**src/rtl/multi_phase_traffic_ctrl_if.sv**
```systemverilog
// Detector-to-lamp bundle for the multi-phase controller: requests and pre-emption in, lamps and status out.
// No flow control: inputs are level-sampled every cycle, outputs are registered in the controller.
interface multi_phase_traffic_ctrl_if #(
  parameter int NUM_PHASES = 4
);
  localparam int PH_W = $clog2(NUM_PHASES);

  logic [NUM_PHASES-1:0] req;
  logic                  emerg;
  logic [PH_W-1:0]       emerg_phase;
  logic [NUM_PHASES-1:0] green;
  logic [NUM_PHASES-1:0] yellow;
  logic [NUM_PHASES-1:0] red;
  logic [PH_W-1:0]       cur_phase;
  logic [1:0]            state_o;

  modport master (
    output req, emerg, emerg_phase,
    input  green, yellow, red, cur_phase, state_o
  );

  modport slave (
    input  req, emerg, emerg_phase,
    output green, yellow, red, cur_phase, state_o
  );
endinterface

```
**src/rtl/multi_phase_traffic_ctrl.sv**
```systemverilog
// N-phase intersection controller: green/yellow/all-red cycle, round-robin service, emergency pre-emption.
// Lamps and status update one cycle after the deciding edge; no backpressure, inputs are levels.
module multi_phase_traffic_ctrl #(
  parameter int NUM_PHASES     = 4,
  parameter int MIN_GREEN      = 8,
  parameter int MAX_GREEN      = 24,
  parameter int YELLOW_CYCLES  = 3,
  parameter int ALL_RED_CYCLES = 2
) (
  input  logic                      clk,
  input  logic                      rst,
  multi_phase_traffic_ctrl_if.slave bus
);
  localparam int PH_W  = $clog2(NUM_PHASES);
  localparam int TMR_W = $clog2(MAX_GREEN + 1);

  localparam logic [TMR_W-1:0]      TMR_SAT  = TMR_W'(MAX_GREEN);
  localparam logic [TMR_W-1:0]      MIN_LAST = TMR_W'(MIN_GREEN - 1);
  localparam logic [TMR_W-1:0]      MAX_LAST = TMR_W'(MAX_GREEN - 1);
  localparam logic [TMR_W-1:0]      YEL_LAST = TMR_W'(YELLOW_CYCLES - 1);
  localparam logic [TMR_W-1:0]      AR_LAST  = TMR_W'(ALL_RED_CYCLES - 1);
  localparam logic [NUM_PHASES-1:0] ONE      = NUM_PHASES'(1);

  typedef enum logic [1:0] {
    S_GREEN   = 2'd0,
    S_YELLOW  = 2'd1,
    S_ALL_RED = 2'd2
  } state_t;

  state_t                state, state_n;
  logic [PH_W-1:0]       phase, phase_n;
  logic [PH_W-1:0]       next_phase, next_phase_n;
  logic [TMR_W-1:0]      timer, timer_n;
  logic [NUM_PHASES-1:0] other;
  logic                  rr_found;
  logic [PH_W-1:0]       rr_phase, rr_cand, inc_phase;
  logic                  emerg_ok;
  int                    rr_sum;

  // Round-robin pick: first pending request after the current phase, wrapping.
  always_comb begin
    other    = bus.req & ~(ONE << phase);
    rr_found = 1'b0;
    rr_phase = phase;
    rr_cand  = phase;
    rr_sum   = 0;
    for (int k = 1; k < NUM_PHASES; k++) begin
      rr_sum = int'(phase) + k;
      if (rr_sum >= NUM_PHASES) rr_sum = rr_sum - NUM_PHASES;
      rr_cand = PH_W'(rr_sum);
      if (!rr_found && other[rr_cand]) begin
        rr_found = 1'b1;
        rr_phase = rr_cand;
      end
    end
    inc_phase = (int'(phase) == NUM_PHASES - 1) ? '0 : phase + PH_W'(1);
  end

  always_comb begin
    emerg_ok     = bus.emerg && (int'(bus.emerg_phase) < NUM_PHASES);
    state_n      = state;
    phase_n      = phase;
    next_phase_n = next_phase;
    timer_n      = (timer == TMR_SAT) ? timer : timer + TMR_W'(1);
    case (state)
      S_GREEN: begin
        // Pre-emption to our own phase simply freezes the decision; timer keeps running.
        if (emerg_ok) begin
          if (bus.emerg_phase != phase) begin
            state_n      = S_YELLOW;
            next_phase_n = bus.emerg_phase;
          end
        end else if (timer >= MIN_LAST && rr_found) begin
          state_n      = S_YELLOW;
          next_phase_n = rr_phase;
        end else if (timer >= MAX_LAST) begin
          state_n      = S_YELLOW;
          next_phase_n = inc_phase;
        end
      end
      S_YELLOW: begin
        if (emerg_ok) next_phase_n = bus.emerg_phase;
        if (timer >= YEL_LAST) state_n = S_ALL_RED;
      end
      S_ALL_RED: begin
        if (emerg_ok) next_phase_n = bus.emerg_phase;
        if (timer >= AR_LAST) begin
          state_n = S_GREEN;
          phase_n = next_phase_n;
        end
      end
      default: state_n = S_GREEN;
    endcase
    if (state_n != state) timer_n = '0;
  end

  always_ff @(posedge clk) begin
    if (rst) begin
      state      <= S_GREEN;
      phase      <= '0;
      next_phase <= PH_W'(1);
      timer      <= '0;
      bus.green  <= ONE;
      bus.yellow <= '0;
      bus.red    <= ~ONE;
    end else begin
      state      <= state_n;
      phase      <= phase_n;
      next_phase <= next_phase_n;
      timer      <= timer_n;
      bus.green  <= (state_n == S_GREEN)  ? (ONE << phase_n) : '0;
      bus.yellow <= (state_n == S_YELLOW) ? (ONE << phase_n) : '0;
      bus.red    <= (state_n == S_ALL_RED) ? '1 : ~(ONE << phase_n);
    end
  end

  assign bus.cur_phase = phase;
  assign bus.state_o   = state;
endmodule

```
**src/flat_wrapper.sv**
```systemverilog
// flat-port wrapper written by rule: the top's interface ports become plain ports
module multi_phase_traffic_ctrl_flat 
#(
  parameter int NUM_PHASES     = 4,
  parameter int MIN_GREEN      = 8,
  parameter int MAX_GREEN      = 24,
  parameter int YELLOW_CYCLES  = 3,
  parameter int ALL_RED_CYCLES = 2
)
  (clk, rst, bus_req, bus_emerg, bus_emerg_phase, bus_green, bus_yellow, bus_red, bus_cur_phase, bus_state_o);
  multi_phase_traffic_ctrl_if #(.NUM_PHASES(NUM_PHASES)) bus_i ();
  input  logic clk;
  input  logic rst;
  input wire logic [$bits(bus_i.req)-1:0] bus_req;
  input wire logic [$bits(bus_i.emerg)-1:0] bus_emerg;
  input wire logic [$bits(bus_i.emerg_phase)-1:0] bus_emerg_phase;
  output wire logic [$bits(bus_i.green)-1:0] bus_green;
  output wire logic [$bits(bus_i.yellow)-1:0] bus_yellow;
  output wire logic [$bits(bus_i.red)-1:0] bus_red;
  output wire logic [$bits(bus_i.cur_phase)-1:0] bus_cur_phase;
  output wire logic [$bits(bus_i.state_o)-1:0] bus_state_o;
  assign bus_i.req = bus_req;
  assign bus_i.emerg = bus_emerg;
  assign bus_i.emerg_phase = bus_emerg_phase;
  assign bus_green = bus_i.green;
  assign bus_yellow = bus_i.yellow;
  assign bus_red = bus_i.red;
  assign bus_cur_phase = bus_i.cur_phase;
  assign bus_state_o = bus_i.state_o;
  multi_phase_traffic_ctrl #(.NUM_PHASES(NUM_PHASES), .MIN_GREEN(MIN_GREEN), .MAX_GREEN(MAX_GREEN), .YELLOW_CYCLES(YELLOW_CYCLES), .ALL_RED_CYCLES(ALL_RED_CYCLES)) u_core (.clk(clk), .rst(rst), .bus(bus_i));
endmodule
```
**config.mk**
```make
export PLATFORM = sky130hd
export DESIGN_NAME = multi_phase_traffic_ctrl_flat
export DESIGN_NICKNAME = d
export VERILOG_FILES = /design/src/rtl/multi_phase_traffic_ctrl_if.sv /design/src/rtl/multi_phase_traffic_ctrl.sv /design/src/flat_wrapper.sv
export SDC_FILE = /design/constraint.sdc
export NUM_CORES = 1
export LEC_CHECK = 0
export BUFFER_PORTS_ARGS = -buffer_cell sky130_fd_sc_hd__buf_4
export CAP_MARGIN = 30
export CORE_MARGIN = 1
export CORE_UTILIZATION = 50
export DETAILED_ROUTE_END_ITERATION = 10
export PLACE_DENSITY = 0.74
export RECOVER_POWER = 25
export SYNTH_ARGS = -nofsm -noshare
export SYNTH_HDL_FRONTEND = slang
export SYNTH_SLANG_ARGS = --single-unit
```
**constraint.sdc**
```tcl
create_clock -name clk -period 4.2 [get_ports clk]
set_input_delay 0.21 -clock clk [delete_from_list [all_inputs] [get_ports clk]]
set_output_delay 0.21 -clock clk [all_outputs]
set_load 0.05 [all_outputs]
```
Word-level counts from Yosys, hierarchy flattened
Cells that the tools add are included.
W data, S select, Z words.
{"block": "op_classes", "n_addsub": 8, "magnitude_cmp": 10, "n_eq_ne": 10, "shift": 2, "n_mux": 33, "n_bitwise": 5, "n_reduce_logical": 14}
{"operator": "$mux W2", "n": 20}
{"operator": "$reduce_or A2 Y1", "n": 5}
{"operator": "$ge A3 B3 Y1 const B", "n": 3}
{"operator": "$lt A2 B3 Y1 const B", "n": 3}
{"operator": "$mux W1", "n": 8}
{"operator": "$not A4 Y4", "n": 2}
{"operator": "$shl A1 B2 Y4 const A", "n": 2}
{"operator": "$add A2 B2 Y3 const B", "n": 2}
{"operator": "$bmux W1 S2", "n": 3}
{"operator": "$eq A2 B1 Y1 const B", "n": 3}
{"operator": "$pmux W2 S3", "n": 1}
{"operator": "$sub A2 B1 Y2 const B", "n": 3}
{"operator": "$add A5 B1 Y5 const B", "n": 1}
{"operator": "$eq A5 B5 Y1 const B", "n": 1}
{"operator": "$ge A5 B1 Y1 const B", "n": 1}
{"operator": "$ge A5 B2 Y1 const B", "n": 1}
{"operator": "$ge A5 B3 Y1 const B", "n": 1}
{"operator": "$ge A5 B5 Y1 const B", "n": 1}
{"operator": "$and A4 B4 Y4", "n": 1}
{"operator": "$eq A2 B2 Y1 const B", "n": 2}
{"operator": "$logic_not A2 Y1", "n": 2}
{"operator": "$ne A2 B2 Y1", "n": 2}
{"operator": "$ne A4 B2 Y1 const B", "n": 1}
{"operator": "$pmux W2 S2", "n": 1}
{"operator": "other kinds (8)", "n": 12}
{"block": "totals", "reg_bits": 23, "inputBits": 9, "output_inout_bits": 16, "word_cells": 91}

Logic depth before layout (Yosys ltp)
Gate-level depths: netlist (run 1).
{"block": "depth", "depth_word": 19, "mapped_depth": 9, "ltp_nobuf": 8}

Worst setup path before layout (run 1)
Ideal clock, no wire load.
{"block": "synth_timing", "path_type": "register to register", "start": "reg u_core.phase[1] (netlist: u_core.bus.cur_phase[1])", "end": "reg u_core.timer[0]", "setup_ns": 0.142, "t_arrival_ns": 2.516, "t_required_ns": 4.058, "path_slack_ns": 1.543, "stages_incl_launch_ff": 10, "n_path_buf": 1, "synth_period_minus_slack_ns": 2.657, "path_cell_list": "dfxtp_1 > buf_2 > inv_1 > ha_1 > nand2b_1 > mux2_2 > nand3_1 > o21ai_0 > o311ai_1 > nor4_1"}
{"block": "synth_via", "elab_chain_cells": 18, "elab_cells_between_ends": 36, "classes_between": "add/sub (6); order compare (3); eq/ne (2); shift (1); mux (16); bitwise (2); reduce/logical (6)"}
{"element": "from (decl)", "line_no": "multi_phase_traffic_ctrl.sv:31", "text": "logic [PH_W-1:0] phase, phase_n;"}
{"element": "from (signal assigned)", "line_no": "multi_phase_traffic_ctrl.sv:108", "text": "phase <= phase_n;"}
{"element": "$add A2 B1 Y3 / $shl A1 B2 Y4 (equally long branches)", "line_no": "multi_phase_traffic_ctrl.sv:48, multi_phase_traffic_ctrl.sv:42"}
{"element": "$ge A3 B3 Y1, or another cell as far along", "line_no": "multi_phase_traffic_ctrl.sv:49", "text": "if (rr_sum >= NUM_PHASES) rr_sum = rr_sum - NUM_PHASES;"}
{"element": "$mux W2 / $and A4 B4 Y4 (equally long branches)", "line_no": "multi_phase_traffic_ctrl.sv:49, multi_phase_traffic_ctrl.sv:42"}
{"element": "$bmux W1 S2", "line_no": "multi_phase_traffic_ctrl.sv:51", "text": "if (!rr_found && other[rr_cand]) begin"}
{"element": "$mux W1 (not written as such)", "line_no": "multi_phase_traffic_ctrl.sv:51"}
{"element": "$mux W1", "line_no": "multi_phase_traffic_ctrl.sv:51"}
{"element": "$logic_not A1 Y1", "line_no": "multi_phase_traffic_ctrl.sv:51"}
{"element": "$logic_and A1 B1 Y1", "line_no": "multi_phase_traffic_ctrl.sv:51"}
{"element": "[2 not listed]"}
{"element": "$logic_and A1 B1 Y1", "line_no": "multi_phase_traffic_ctrl.sv:51"}
{"element": "$mux W1", "line_no": "multi_phase_traffic_ctrl.sv:51"}
{"element": "$logic_and A1 B1 Y1", "line_no": "multi_phase_traffic_ctrl.sv:73", "text": "end else if (timer >= MIN_LAST && rr_found) begin"}
{"element": "$mux W2", "line_no": "multi_phase_traffic_ctrl.sv:73"}
{"element": "$mux W2 *", "line_no": "multi_phase_traffic_ctrl.sv:68", "text": "if (emerg_ok) begin"}
{"element": "$pmux W2 S3 *", "line_no": "multi_phase_traffic_ctrl.sv:65", "text": "case (state)"}
{"element": "$ne A2 B2 Y1 *", "line_no": "multi_phase_traffic_ctrl.sv:94", "text": "if (state_n != state) timer_n = '0;"}
{"element": "$reduce_or A2 Y1 (no line) *"}
{"element": "to (signal assigned)", "line_no": "multi_phase_traffic_ctrl.sv:110", "text": "timer <= timer_n;"}
{"element": "to (decl)", "line_no": "multi_phase_traffic_ctrl.sv:33", "text": "logic [TMR_W-1:0] timer, timer_n;"}
Every way passes the cells marked *; elsewhere a longest branch is shown, timed or not. The select of a mux whose other input is x is not followed.
A chain may end at the register's enable or synchronous reset.

Worst setup path in the final report (run 1)
{"block": "layout_timing", "start": "reg u_core.phase[0] (netlist: u_core.bus.cur_phase[0])", "end": "reg u_core.timer[0]"}
Same word-level chain as after synthesis.

==> results of run 1 <==
-- where the power goes --
part           switching (mW)  internal (mW)  leakage, nW
Combinational          0.0916         0.0562        0.469
Sequential             0.0169          0.231        0.187
Clock                  0.0672         0.0356       0.0177
Total                   0.176          0.323        0.674
-- synthesized netlist by cell type, drive strengths merged, types with 2 or more instances --
cell and instances:
nand2b 3, a21oi 4, nand2 10, o211a 2, or2 4, xnor2 3, mux2i 4, nor2 11
buf 3, a31oi 3, nand3 7, nor4 7, a21o 2, o31ai 5, or3 2, o211ai 4
nor3 9, o21ai 7, o22ai 2, ha 12, nor2b 3, a211oi 6, dfxtp 23, inv 10
a221oi 2, clkbuf 4, xor2 2, o21a 3, mux2 3
-- worst paths after layout --
path	end	slack, ps	cells past startpoint
min reg2reg	u_core.next_phase[1]$_SDFFE_PP0P_	470	2
max	u_core.timer[0]$_SDFFE_PP0P_	1240	8
min	u_core.next_phase[1]$_SDFFE_PP0P_	150	2
max reg2reg	u_core.timer[0]$_SDFFE_PP0P_	1240	8
-- through the flow --
stage | utilization | power [mW] | hold slack, ps | worst slack [ps]
after floorplan | - | 0.3595 | 416.3 | 1543
after global placement | 0.5992 | 0.3957 | 456.9 | 1559
after detailed placement | 0.5992 | 0.3984 | 453.9 | 1333
after CTS | 0.6091 | 0.4972 | 147.2 | 1318
after global routing | 0.5969 | 0.5265 | 149.3 | 1002
final | 0.5969 | 0.4985 | 146.8 | 1243
-- layer usage --
metal  vias to the layer above  GRT usage
li1                        694          -
met1                       631     0.3186
met2                        46     0.3613
met3                         8    0.03456
met4                         0    0.06969
met5                         -          0
-- cells in the final DEF (no fill, tap or decap), drive strengths merged, types with 5 or more instances in the layout --
master  count
o21ai       7
dfxtp      23
ha         12
buf        15
inv        10
nand3       7
nor3        9
a211oi      6
o31ai       5
nand2      10
nor2       11
clkbuf     12
nor4        7
-- layout make-up --
cell class / count / share of cell area
clock buffer: 3 / 0.01356
multi-input combinational: 134 / 0.5720
sequential: 23 / 0.2773
inverter: 10 / 0.02261
timing repair buffer: 24 / 0.08817
clock inverter: 1 / 0.003014
tap: 31 / 0.02336
-- kinds of logic (layout without fill, tap and decap cells) --
group / after synthesis / after routing
simple gates: 64 / 64
compound gates: 46 / 46
flops: 23 / 23
buf+inv: 17 / 38
fa+ha+maj: 12 / 12
mux: 7 / 7
xor+xnor: 5 / 5
-- registers in the layout, indices dropped and copies added, names as in the netlist --
name	flops
u_core.bus.cur_phase	2
u_core.bus.green	4
u_core.bus.red	4
u_core.bus.state_o	2
u_core.bus.yellow	4
u_core.next_phase	2
u_core.timer	5
==> out/qor.yml, run 1 <==
clock_path_buffers: 2
grt_max_degree: 16
crit_buf_inv: 1
worst_path_max_delay_cell: "dfxtp_1"
worstPathArrival_ps: 3150
die_w_um: 56.48
timing.final.crit_share: 0.7040
synth_nets: 195
rsz0062_at_grt: "false"
netlist_area_um2: 1484
synthTopCellsByArea: "dfxtp_1 31%, ha_1 10%, nor3_1 3.0%"
dr_total_vias: 1379
drcViolationCount: 0
grt_overflow: 0
die_h_um: 56.48
stdcell_area_um2: 1660
n_antenna_cell: 0
yosys_most_used_dff: "dfxtp_1"
grt_pass1_wl_um: 5802
synth_xor_area_frac: 0.02951
synth-seq-cells: 23
yosys.area.top_type: "dfxtp_1"
drtPass1Iterations: 4
synth_top_family_by_area: "simple AND/OR/NAND/NOR gates"
clock-root-buffer: "clkbuf_4"
dieArea_um2: 3189
placed_area_um2: 1667
p_leak_nw: 0.6739
ir_worst_vdd_mv: 0.2806
portBuffers: 24
max_freq_mhz: 338.2
start_util: 0.5335
holdBufCountCts: 0
dp_cells: 222
synth_enable_flop_cells: 0
topRoutingLayerUsed: "met4"
start_kind: "register"
synth.mux.area_fraction: 0.04975
wl_met3_um: 199
path_cells: "inv_1 -> ha_1 -> nor4bb_1 -> a31oi_1 -> nand3_1 -> o21ai_0 -> o311ai_1 -> nor4_1"
cts_tree: "yes"
antenna_found_initial: 0
syn-mean-instance-area_um2: 8.528
setup_viol: 0
power_density_nw_per_um2: 300.3
track_usage: 0.2283
ctsResizeCount: 0
synthSimpleGateAreaFrac: 0.2319
worst_r2r_startpoint: "u_core.bus.cur_phase[0]$_SDFF_PP0_"
cts_htree_levels: 1
dr.first_iter.drc_count: 83
ys.warnings.count: 0
via_per_inst: 6.102
worst_ep_required_time_ps: 4390
core-area_um2: 2781
cts_setup_buffers: 0
hold_path.startpoint: "rst"
cts.clk_slew.worst_paths_ps: 130
status: "complete, no violations"
wl_um: 3401
worstSetupPathType: "reg -> reg"
num_rows: 19
ys_seq_area_frac: 0.3103
multiInputGateArea_um2: 949.7
async_flop_share: 0
synthAdderAreaFrac: 0.1012
postRouteAntennaNets: 0
maxSlewHeadroom: 0.5456
wl_per_cell_um: 15.05
worst_slew_pin_slew_ps: 670.9
hold_viol_final: 0
fillers: 261
critical_path.top_delay_family: "compound AO/OA/AOI/OAI gates"
final_nets: 217
synth-compound-area-share: 0.2277
holdCritPathClass: "in -> reg"
wl_met2_um: 1540
hpwl_um: 2539
gp_congestion: 0.9438
critPathLaunch: "u_core.bus.cur_phase[0]$_SDFF_PP0_"
pin_count: 25
critPathCaptureType: "register"
cts_sinks: 23
max_cap_viol_count: 0
period_minus_slack_ps: 2957
register_area_um2: 460.4
drive_gt1_frac: 0.1385
first_global_vias: 1305
final_cells: 226
worst-path-max-fanout: 15
post-synth-top-area-fraction: 0.3103
slew_viol_final: 0
finalSetupTns_ps: 0
syn_to_final_growth_pct: 11.89
synth_cell_type_count: 46
critical_path.max_stage_delay_ps: 670
synth_cells: 174
clk_latency_ps: 310
cts_buffers: 3
wl_met1_um: 1619
skew_ps: 11.69
No activity file was read; power rests on OpenSTA's default activity.
==> inputs of run 2 (changes only) <==
==> constraint.sdc (replaced) <==
create_clock -name clk -period 2.75 [get_ports clk]
set_input_delay 0.1375 -clock clk [delete_from_list [all_inputs] [get_ports clk]]
set_output_delay 0.1375 -clock clk [all_outputs]
set_load 0.05 [all_outputs]
==> out/qor.yml, run 2 (synthesis results as in run 1) <==
grt_overflow: 0  # unchanged
worst_r2r_startpoint: "u_core.bus.cur_phase[0]$_SDFF_PP0_"
grt_max_degree: 15  # -1
syn_to_final_growth_pct: 13.66
largest_reg_flops: 5  # unchanged
reg2reg_setup_slack_ps: 190  # -1060 ps
antenna_found_initial: 0  # unchanged
cts_sinks: 23  # unchanged
cts_buffers: 3  # unchanged
endpoint: "u_core.timer[3]$_SDFFE_PP0P_"
n_antenna_cell: 0  # unchanged
hold_viol_final: 0  # unchanged
placed_area_um2: 1682  # +0.90%
power_density_nw_per_um2: 457.4  # +52%
first_global_vias: 1265  # -3.1%
die_h_um: 56.48  # unchanged
start_kind: "register"
dr.first_iter.drc_count: 61  # -27%
layout_commonest_cell: "dfxtp_1"
path_cells: "ha_1 -> nand2b_1 -> o21ai_0 -> or3_1 -> o211a_1 -> o21a_1 -> nor4_1"
clock-root-buffer: "clkbuf_4"
fillers: 255  # -2.3%
pin_count: 25  # unchanged
cts_htree_levels: 1  # unchanged
period_minus_slack_ps: 2564  # -393.1 ps
max_freq_mhz: 390.0  # +15%
timing.final.crit_share: 0.9323  # +0.2283
setup_viol: 0  # unchanged
ir_worst_vdd_mv: 0.4501  # +60%
worst_slew_pin_slew_ps: 644.0  # -26.88 ps
final_nets: 219  # +0.92%
wl_um: 3418  # +0.50%
num_rows: 19  # unchanged
slew_viol_final: 0  # unchanged
via_per_inst: 6.184  # +1.4%
worst_path_max_delay_cell: "dfxtp_1"
grt_pass1_wl_um: 5740  # -1.1%
core-area_um2: 2781  # unchanged
critical_path.max_stage_delay_ps: 570  # -100 ps
drcViolationCount: 0  # unchanged
gp_congestion: 0.9278  # -1.7%
start_util: 0.5335  # unchanged
cts_setup_buffers: 0  # unchanged
worstSetupPathType: "reg -> reg"
worst-path-max-fanout: 11  # -4
track_usage: 0.2233  # -0.004986
max_cap_viol_count: 0  # unchanged
rr_worst_depth: 7  # -1
portBuffers: 24  # unchanged
clk_latency_ps: 320  # about the same
skew_ps: 11.00  # -0.6926 ps
maxSlewHeadroom: 0.5670  # +0.02132
cts.clk_slew.worst_paths_ps: 140  # about the same
clock_path_buffers: 2  # unchanged
dieArea_um2: 3189  # unchanged
finalSetupTns_ps: 0  # unchanged
wl_per_cell_um: 14.99  # -0.38%
critPathLaunch: "u_core.bus.cur_phase[0]$_SDFF_PP0_"
drtPass1Iterations: 4  # unchanged
stdcell_area_um2: 1687  # +1.6%
critPathCaptureType: "register"
holdCritPathClass: "in -> reg"
top_register: "u_core.timer"
die_w_um: 56.48  # unchanged
worst_ep_required_time_ps: 2970  # -1420 ps
p_leak_nw: 0.6825  # +1.3%
worstPathArrival_ps: 2790  # -360 ps
layout_common_cells: "22 x dfxtp_1, 17 x buf_4, 12 x ha_1"
hpwl_um: 2597  # +2.3%
r2r-end: "u_core.timer[3]$_SDFFE_PP0P_"
postRouteAntennaNets: 0  # unchanged
cts_tree: "yes"
dr_total_vias: 1410  # +2.2%
rsz0062_at_grt: "false"
status: "complete, no violations"
drive_gt1_frac: 0.1624  # +0.02398
[run 2: cell count changes in the layout (fill, tap and decap cells not counted), sizes merged]
cell / delta
buf: +2
clkinvlp: +1
clkinv: -1
[run 2: power breakdown]
group | switching (mW) | leakage (nW) | internal [mW]
Clock | 0.108 | 0.0139 | 0.0556
Sequential | 0.0245 | 0.188 | 0.353
Combinational | 0.144 | 0.481 | 0.0871
[run 2: repair_timing]
item / in CTS / in global routing
endpoints found under the setup margin: 0 / 9
resized for setup: 0 / 4
hold endpoints to repair: 0 / 0
hold buffers: 0 / 0
[run 2: worst max-delay path, delay by kind of cell, from the launching register on]
| kind | cells | cell delay, ps |
|---|---|---|
| DFF | 1 | 570 |
| and+or+nand+nor | 3 | 980 |
| AOI/OAI and AO/OA | 3 | 670 |
| adders and majority gates | 1 | 250 |
[run 2: worst min-delay path by stage]
stage	startpoint	to	slack (ps)	cells after the start
CTS	rst	u_core.bus.state_o[0]$_SDFF_PP0_	60	2
detailed placement	rst	u_core.bus.state_o[0]$_SDFF_PP0_	410	2
finish	rst	u_core.next_phase[1]$_SDFFE_PP0P_	80	2
global route	rst	u_core.bus.state_o[0]$_SDFF_PP0_	60	2
global placement	rst	u_core.bus.state_o[0]$_SDFF_PP0_	410	2
floorplan	rst	u_core.bus.green[3]$_SDFF_PP0_	340	2
[run 2: final cells by class]
cell class                 instances  area [um2]  area share
multi-input combinational        134       957.2      0.5675
tap                               31       38.79     0.02300
inverter                          10       37.54     0.02226
sequential                        23       461.7      0.2737
clock buffer                       3       22.52     0.01335
clock inverter                     1       7.507    0.004451
timing repair buffer              26       161.4     0.09570
[run 2: per-layer routing]
| layer | wire [um] | track usage |
|---|---|---|
| met5 | 0 | 0 |
| met4 | 21 | 0.04878 |
| met3 | 123 | 0.04608 |
| met2 | 1574 | 0.3630 |
| met1 | 1698 | 0.3042 |
[run 2: stage by stage]
step | instances | hold slack, ps | power (mW) | util | setup WS (ps)
final | 228 | 79.29 | 0.7715 | 0.6064 | 186.2
after global routing | 228 | 63.70 | 0.8123 | 0.6064 | 3.528
after CTS | 228 | 59.58 | 0.7773 | 0.6154 | 126.3
after detailed placement | 224 | 412.9 | 0.6124 | 0.6046 | 188.9
after global placement | 224 | 410.4 | 0.6072 | 0.6046 | 296.1
after floorplan | 174 | 343.8 | 0.5491 | - | 92.81
